$ cat config.mk
export PLATFORM = sky130hd
export DESIGN_NAME = spi_sram_target
export DESIGN_NICKNAME = d
export VERILOG_FILES = /design/src/rtl/spi_sram_pkg.sv /design/src/rtl/spi_sram_pin_sync.sv /design/src/rtl/spi_sram_target.sv
export SDC_FILE = /design/constraint.sdc
export NUM_CORES = 1
export LEC_CHECK = 0
export ABC_AREA = 1
export CAP_MARGIN = 20
export CORE_AREA = 2 2 115 117
export DETAILED_ROUTE_END_ITERATION = 10
export DIE_AREA = 0 0 117 119
export DONT_BUFFER_PORTS = 1
export PLACE_DENSITY = 0.8
export SLEW_MARGIN = 0
export SYNTH_ARGS = -nofsm -noshare
export SYNTH_HDL_FRONTEND = slang
export SYNTH_HIERARCHICAL = 1
export SYNTH_SLANG_ARGS = --single-unit
export TNS_END_PERCENT = 20
$ cat constraint.sdc
create_clock -name clk -period 2.2 [get_ports clk]
set_input_delay 0.66 -clock clk [delete_from_list [all_inputs] [get_ports clk]]
set_output_delay 0.66 -clock clk [all_outputs]
set_load 0.05 [all_outputs]
$ cat src/rtl/spi_sram_pkg.sv
// Shared definitions for the SPI SRAM target and master: opcodes and the
// protocol state encoding.
package spi_sram_pkg;

   localparam logic [7:0] WRITE_CMD     = 8'h02;
   localparam logic [7:0] READ_CMD      = 8'h03;
   localparam logic [7:0] FAST_READ_CMD = 8'h0B;

   typedef enum logic [2:0] {
      IDLE,
      CMD,
      ADDR,
      DUMMY,
      RDATA,
      WDATA,
      IGNORE
   } spi_state_e;

   function automatic logic is_known_cmd(input logic [7:0] op);
      return (op == WRITE_CMD) || (op == READ_CMD) || (op == FAST_READ_CMD);
   endfunction

endpackage

$ cat src/rtl/spi_sram_pin_sync.sv
// Pin synchronizer with edge pulses.
//   clk_i    system clock
//   rst_n_i  asynchronous active-low reset
//   pin_i    asynchronous input pin
//   level_o  synchronized level (RESET_VAL during reset)
//   rise_o   one-clk pulse on a synchronized 0->1 transition
//   fall_o   one-clk pulse on a synchronized 1->0 transition
module spi_pin_sync #(
   parameter int   SYNC_STAGES = 2,
   parameter logic RESET_VAL   = 1'b0
) (
   input  logic clk_i,
   input  logic rst_n_i,
   input  logic pin_i,
   output logic level_o,
   output logic rise_o,
   output logic fall_o
);

   logic [SYNC_STAGES-1:0] sync_q;
   logic                   prev_q;

   always_ff @(posedge clk_i or negedge rst_n_i) begin
      if (!rst_n_i) begin
         sync_q <= {SYNC_STAGES{RESET_VAL}};
         prev_q <= RESET_VAL;
      end else begin
         sync_q <= {sync_q[SYNC_STAGES-2:0], pin_i};
         prev_q <= sync_q[SYNC_STAGES-1];
      end
   end

   assign level_o = sync_q[SYNC_STAGES-1];
   assign rise_o  = level_o & ~prev_q;
   assign fall_o  = ~level_o & prev_q;

endmodule

$ cat src/rtl/spi_sram_target.sv
// SPI mode-0 SRAM responder (02 write / 03 read / 0B fast read) bridging
// onto a byte-wide ready-handshake memory port.
//   clk, rst_n           system clock, async active-low reset
//   spi_sck/cs_n/mosi    SPI pins (asynchronous, oversampled on clk)
//   spi_miso/_oe         serial data out and pad enable
//   mem_*                byte memory request port, held until mem_rdy
//   busy                 synchronized chip select asserted
//   err_underrun/err_clr sticky underrun flag and its clear
//
// state  | meaning
// IDLE   | chip select high, nothing in progress
// CMD    | shifting in the 8-bit opcode
// ADDR   | shifting in the 24-bit address
// DUMMY  | fast-read turnaround bits
// RDATA  | serving read bytes on MISO
// WDATA  | receiving write bytes
// IGNORE | unknown opcode, wait for chip select high
module spi_sram_target
   import spi_sram_pkg::*;
#(
   parameter int ADDR_BITS   = 24,
   parameter int SYNC_STAGES = 2,
   parameter int DUMMY_BITS  = 8
) (
   input  logic                 clk,
   input  logic                 rst_n,
   input  logic                 spi_sck,
   input  logic                 spi_cs_n,
   input  logic                 spi_mosi,
   output logic                 spi_miso,
   output logic                 spi_miso_oe,
   output logic [ADDR_BITS-1:0] mem_addr,
   output logic                 mem_en,
   output logic                 mem_wr,
   output logic [7:0]           mem_wdata,
   input  logic                 mem_rdy,
   input  logic [7:0]           mem_rdata,
   output logic                 busy,
   output logic                 err_underrun,
   input  logic                 err_clr
);

   localparam logic [5:0] DUMMY_LAST = 6'(DUMMY_BITS - 1);

   logic sck_lvl, sck_rise, sck_fall;
   logic cs_n_s, cs_rise, cs_fall;
   logic [SYNC_STAGES-1:0] mosi_sync_q;
   logic mosi_s;

   spi_pin_sync #(.SYNC_STAGES(SYNC_STAGES), .RESET_VAL(1'b0)) u_sck_sync (
      .clk_i   (clk),
      .rst_n_i (rst_n),
      .pin_i   (spi_sck),
      .level_o (sck_lvl),
      .rise_o  (sck_rise),
      .fall_o  (sck_fall)
   );

   spi_pin_sync #(.SYNC_STAGES(SYNC_STAGES), .RESET_VAL(1'b1)) u_cs_sync (
      .clk_i   (clk),
      .rst_n_i (rst_n),
      .pin_i   (spi_cs_n),
      .level_o (cs_n_s),
      .rise_o  (cs_rise),
      .fall_o  (cs_fall)
   );

   logic unused_sync;
   assign unused_sync = &{1'b0, sck_lvl, cs_rise, cs_fall};

   // Same stage count as SCK so MOSI is stable in the sck_rise clk.
   always_ff @(posedge clk or negedge rst_n) begin
      if (!rst_n) mosi_sync_q <= '0;
      else        mosi_sync_q <= {mosi_sync_q[SYNC_STAGES-2:0], spi_mosi};
   end
   assign mosi_s = mosi_sync_q[SYNC_STAGES-1];

   spi_state_e           state_q, state_d;
   logic [5:0]           bit_cnt_q, bit_cnt_d;
   logic [7:0]           cmd_q, cmd_d;
   logic [ADDR_BITS-1:0] addr_q, addr_d;
   logic [7:0]           rx_q, rx_d;
   logic [7:0]           tx_q, tx_d;
   logic [7:0]           buf_q, buf_d;
   logic                 buf_vld_q, buf_vld_d;
   logic                 fetch_pend_q, fetch_pend_d;
   logic                 miso_q, miso_d;
   logic                 oe_q, oe_d;
   logic                 mem_en_q, mem_en_d;
   logic                 mem_wr_q, mem_wr_d;
   logic [ADDR_BITS-1:0] mem_addr_q, mem_addr_d;
   logic [7:0]           mem_wdata_q, mem_wdata_d;
   logic                 err_q, err_d;

   logic       mem_done;
   logic       err_set;
   logic       fetch_new;
   logic [7:0] rx_shift;

   assign mem_done = mem_en_q & mem_rdy;
   assign rx_shift = {rx_q[6:0], mosi_s};

   always_comb begin
      state_d      = state_q;
      bit_cnt_d    = bit_cnt_q;
      cmd_d        = cmd_q;
      addr_d       = addr_q;
      rx_d         = rx_q;
      tx_d         = tx_q;
      buf_d        = buf_q;
      buf_vld_d    = buf_vld_q;
      fetch_pend_d = fetch_pend_q;
      miso_d       = miso_q;
      oe_d         = oe_q;
      mem_en_d     = mem_en_q;
      mem_wr_d     = mem_wr_q;
      mem_addr_d   = mem_addr_q;
      mem_wdata_d  = mem_wdata_q;
      err_set      = 1'b0;
      fetch_new    = 1'b0;

      // A completing access always retires, even after chip select rose.
      if (mem_done) begin
         mem_en_d = 1'b0;
         if (!mem_wr_q && state_q == RDATA) begin
            buf_d     = mem_rdata;
            buf_vld_d = 1'b1;
         end
      end

      if (cs_n_s) begin
         state_d      = IDLE;
         bit_cnt_d    = '0;
         rx_d         = '0;
         tx_d         = '0;
         buf_vld_d    = 1'b0;
         fetch_pend_d = 1'b0;
         miso_d       = 1'b0;
         oe_d         = 1'b0;
      end else begin
         unique case (state_q)
            IDLE: begin
               state_d   = CMD;
               bit_cnt_d = '0;
            end
            CMD: if (sck_rise) begin
               rx_d      = rx_shift;
               bit_cnt_d = bit_cnt_q + 6'd1;
               if (bit_cnt_q == 6'd7) begin
                  bit_cnt_d = '0;
                  cmd_d     = rx_shift;
                  state_d   = is_known_cmd(rx_shift) ? ADDR : IGNORE;
               end
            end
            ADDR: if (sck_rise) begin
               // Upper bits fall off the top, leaving the low ADDR_BITS.
               addr_d    = {addr_q[ADDR_BITS-2:0], mosi_s};
               bit_cnt_d = bit_cnt_q + 6'd1;
               if (bit_cnt_q == 6'd23) begin
                  bit_cnt_d = '0;
                  if (cmd_q == WRITE_CMD) begin
                     state_d = WDATA;
                  end else if (cmd_q == FAST_READ_CMD && DUMMY_BITS != 0) begin
                     state_d = DUMMY;
                  end else begin
                     state_d   = RDATA;
                     fetch_new = 1'b1;
                  end
               end
            end
            DUMMY: if (sck_rise) begin
               bit_cnt_d = bit_cnt_q + 6'd1;
               if (bit_cnt_q == DUMMY_LAST) begin
                  bit_cnt_d = '0;
                  state_d   = RDATA;
                  fetch_new = 1'b1;
               end
            end
            WDATA: if (sck_rise) begin
               rx_d      = rx_shift;
               bit_cnt_d = bit_cnt_q + 6'd1;
               if (bit_cnt_q == 6'd7) begin
                  bit_cnt_d = '0;
                  if (mem_en_q && !mem_done) begin
                     err_set = 1'b1;
                  end else begin
                     mem_en_d    = 1'b1;
                     mem_wr_d    = 1'b1;
                     mem_addr_d  = addr_q;
                     mem_wdata_d = rx_shift;
                     addr_d      = addr_q + 1'b1;
                  end
               end
            end
            RDATA: if (sck_fall) begin
               oe_d      = 1'b1;
               bit_cnt_d = (bit_cnt_q == 6'd7) ? 6'd0 : bit_cnt_q + 6'd1;
               if (bit_cnt_q == 6'd0) begin
                  // Bit 7 due: take the buffer, or the read completing right now.
                  if (buf_vld_q) begin
                     miso_d    = buf_q[7];
                     tx_d      = {buf_q[6:0], 1'b0};
                     buf_vld_d = 1'b0;
                     fetch_new = 1'b1;
                  end else if (mem_done && !mem_wr_q) begin
                     miso_d    = mem_rdata[7];
                     tx_d      = {mem_rdata[6:0], 1'b0};
                     buf_vld_d = 1'b0;
                     fetch_new = 1'b1;
                  end else begin
                     miso_d  = 1'b0;
                     tx_d    = '0;
                     err_set = 1'b1;
                  end
               end else begin
                  miso_d = tx_q[7];
                  tx_d   = {tx_q[6:0], 1'b0};
               end
            end
            IGNORE: ;
            default: state_d = IDLE;
         endcase

         // Read fetches wait for the port to free up; only one access is ever open.
         if (fetch_new || fetch_pend_q) begin
            if (!mem_en_q || mem_done) begin
               mem_en_d     = 1'b1;
               mem_wr_d     = 1'b0;
               mem_addr_d   = addr_d;
               addr_d       = addr_d + 1'b1;
               fetch_pend_d = 1'b0;
            end else begin
               fetch_pend_d = 1'b1;
            end
         end
      end

      err_d = err_q;
      if (err_clr) err_d = 1'b0;
      if (err_set) err_d = 1'b1;
   end

   always_ff @(posedge clk or negedge rst_n) begin
      if (!rst_n) begin
         state_q      <= IDLE;
         bit_cnt_q    <= '0;
         cmd_q        <= '0;
         addr_q       <= '0;
         rx_q         <= '0;
         tx_q         <= '0;
         buf_q        <= '0;
         buf_vld_q    <= 1'b0;
         fetch_pend_q <= 1'b0;
         miso_q       <= 1'b0;
         oe_q         <= 1'b0;
         mem_en_q     <= 1'b0;
         mem_wr_q     <= 1'b0;
         mem_addr_q   <= '0;
         mem_wdata_q  <= '0;
         err_q        <= 1'b0;
      end else begin
         state_q      <= state_d;
         bit_cnt_q    <= bit_cnt_d;
         cmd_q        <= cmd_d;
         addr_q       <= addr_d;
         rx_q         <= rx_d;
         tx_q         <= tx_d;
         buf_q        <= buf_d;
         buf_vld_q    <= buf_vld_d;
         fetch_pend_q <= fetch_pend_d;
         miso_q       <= miso_d;
         oe_q         <= oe_d;
         mem_en_q     <= mem_en_d;
         mem_wr_q     <= mem_wr_d;
         mem_addr_q   <= mem_addr_d;
         mem_wdata_q  <= mem_wdata_d;
         err_q        <= err_d;
      end
   end

   assign spi_miso     = miso_q;
   assign spi_miso_oe  = oe_q;
   assign mem_addr     = mem_addr_q;
   assign mem_en       = mem_en_q;
   assign mem_wr       = mem_wr_q;
   assign mem_wdata    = mem_wdata_q;
   assign busy         = ~cs_n_s;
   assign err_underrun = err_q;

endmodule
==> summary.txt <==
Timing
  – Slew @ Worst Pin: 529 ps
  – RSZ-0062 raised after global routing: yes
  – Period minus WS final: 2570 ps
  – Max-slew headroom at the worst pin: 0.647
  – # setup viols final: 30
  – Tcrit/Tclk final: 1.17
  – Fin. Hold Viols: 22
  – Max-slew violation count: 0
  – Fin Hold WS: -23.6 ps
  – Fmax: 389 MHz
  – Worst setup margin: -373 ps
  – Setup Skew: 9.53 ps

Worst setup path
  – Worst setup EP type: flip-flop
  – WS Path Type: reg -> reg
  – Critical path peak fanout: 7
  – Flop-to-flop setup slack: -370 ps
  – Crit start category: flip-flop
  – Critical Path AT: 2840 ps
  – Req. time, crit path: 2460 ps
  – Reg-to-Reg End: addr_q[20]
  – Worst r2r src: u_sck_sync/sync_q[1]
  – Crit-path most repeated cell: inv_1
  – Worst path max stage delay: 390 ps
  – Worst setup path start: u_sck_sync/sync_q[1]
  – CP max stage cell: dfrtp_1
  – Crit-path cells: inv_1, nor2_1, buf_4, o21ai_4, buf_6, clkinvlp_4, o22ai_1, inv_1, nand2_2, inv_1, a21oi_1, nand2_1, nor2_2, nand3_1, nand3_1, nand2_1
  – Worst r2r path cells: 16

Global routing
  – Initial antenna violation count: 0
  – Total congestion overflow: 0
  – First-pass GRT wire length: 35.1 mm
  – Number of global-route vias before repair: 7343
  – Largest net degree at the start of global routing: 110
  – GR Util All Layers: 0.322

Die
  – Core Area: 12900 sq um
  – Starting density of the core: 0.571
  – I/O Pins: 53
  – Cell row count: 42
  – Horiz. Die Dim: 117 microns
  – Die area: 13900 sq um
  – Die H: 119 microns

Clock network
  – H-tree levels: 3
  – CTS max path bufs: 2
  – Sink Count: 109
  – Root buffer cell: clkbuf_16
  – CTS clk-pin slew, worst paths: 80 ps
  – CTS tree: yes
  – CTS buffer count: 9
  – Worst skew pair latency: 370 ps

Detailed routing
  – Initial drt markers: 765
  – Drt drc: 0
  – Drt via density: 5.69
  – Drt total wl: 22.3 mm
  – DRT Pass-1 Iters: 7
  – Routed WL per cell: 16.2 microns
  – Antenna Nets Post-Route: 0
  – Vias: 7806

Worst hold path
  – Hold crit path type: in -> async

Pwr
  – Worst VDD drop: 0.432 mV
  – Leak Pwr: 4.36 nW
  – Power per cell area: 997 nW/um^2
  – Overall Power: 9.38 mW

Run
  – Max-cap violations: 0

Run status
  – Failing checks: hold timing, setup timing
  – Status: complete, but fails checks

Finish
  – Area grow syn2layout: 27.9%
  – Final nets: 1211
  – Layout cell share with drive strength beyond 1: 0.276
  – Finished Layout Cells: 1373
  – Antenna diodes: 0

Placement
  – PortBufs: 0
  – Placed Instances: 1333
  – RePlAce Congestion: 1.00
  – DP HPWL: 15.5 mm
  – Pre-CTS WS: -351 ps

Yosys
  – Mapped Avg Cell Area: 6.93 sq um
  – Warning count from the yosys run: 6
  – Synth Cell Area: 7350 sq um
  – Syn nets: 1079
  – Syn Inst Count: 1060
==> sequential cells by signal, summed over array words and instances, names as in the netlist <==
signal / count
spi_miso: 1
mem_en: 1
mem_wdata: 8
state_q: 3
tx_q: 7
mosi_sync_q: 2
addr_q: 24
u_sck_sync/sync_q: 2
spi_miso_oe: 1
mem_addr: 24
bit_cnt_q: 6
u_sck_sync/prev_q: 1
rx_q: 7
err_underrun: 1
buf_vld_q: 1
buf_q: 8
cmd_q: 8
mem_wr: 1
u_cs_sync/sync_q: 2
fetch_pend_q: 1
==> repair_timing <==
action,in CTS,in global routing
buffers inserted,9,15
hold endpoints to repair,107,107
gates resized for setup,38,81
endpoints found under the setup margin,51,66
pin swaps,25,30
==> through the flow <==
stage	instance area, sq um	setup TNS, ps	util
finish	9400	-5340	0.730
CTS	9010	-5090	0.700
global route	9400	-11980	0.730
detailed placement	8470	-8790	0.658
floorplan	7380	-1620	-
global placement	8470	-6180	0.658
==> final cells by class <==
| class | count | area [sq um] |
|---|---|---|
| inverters | 154 | 592 |
| multi-input cells | 756 | 4210 |
| clock buffers | 10 | 229 |
| repair buffers | 162 | 1340 |
| fillers | 974 | 3470 |
| flip-flops and latches | 109 | 2730 |
| clock inverters | 6 | 77.6 |
| well taps | 176 | 220 |
==> power breakdown <==
group	internal [mW]	total (mW)	switching [mW]
registers	2.37	3.11	0.734
logic	1.95	4.53	2.59
clock network	0.909	1.73	0.824
==> critical path, delay by kind of cell (launching register included) <==
kind	cells	cell delay, ps
buffers and inverters	6	780
AND/OR/NAND/NOR	7	690
AO/OA/AOI/OAI	3	620
flip-flops	1	390
==> cell usage in the layout, fill, tap and decap left out, types with 3 or more instances in the layout <==
cell	instances
nand2_2	27
buf_12	6
nand2_1	255
o21ai_0	109
o21ai_2	4
nand4_1	15
nor2_2	18
nor3_1	7
o21bai_1	3
nand2_4	15
nor2_1	47
inv_1	132
nor2_4	26
a21oi_1	27
buf_4	143
xor2_1	4
o22ai_1	9
o21ai_1	28
a31oi_1	4
o211ai_1	26
nand3_2	19
nand3_4	7
dfrtp_1	106
buf_6	12
inv_2	18
clkbuf_16	9
nand3_1	81
==> worst max path at each step <==
| stage | end | slack (ps) | cells after the start |
|---|---|---|---|
| final | addr_q[20] | -370 | 16 |
| after global routing | addr_q[18] | -510 | 20 |
| after CTS | addr_q[16] | -270 | 19 |
| after detailed placement | addr_q[12] | -350 | 19 |
| after global placement | addr_q[13] | -260 | 16 |
| after floorplan | addr_q[20] | -310 | 20 |
==> layer usage <==
layer / vias to the layer above / routed length [microns] / GRT usage / share of wire
met5: - / 0 / 0 / 0
met4: 0 / 835 / 0.159 / 0.037
met3: 69 / 1750 / 0.0524 / 0.079
met2: 352 / 10700 / 0.512 / 0.48
met1: 3652 / 9000 / 0.423 / 0.40
li1: 3733 / - / - / -
Note: power is estimated with default switching activity, not from simulation.
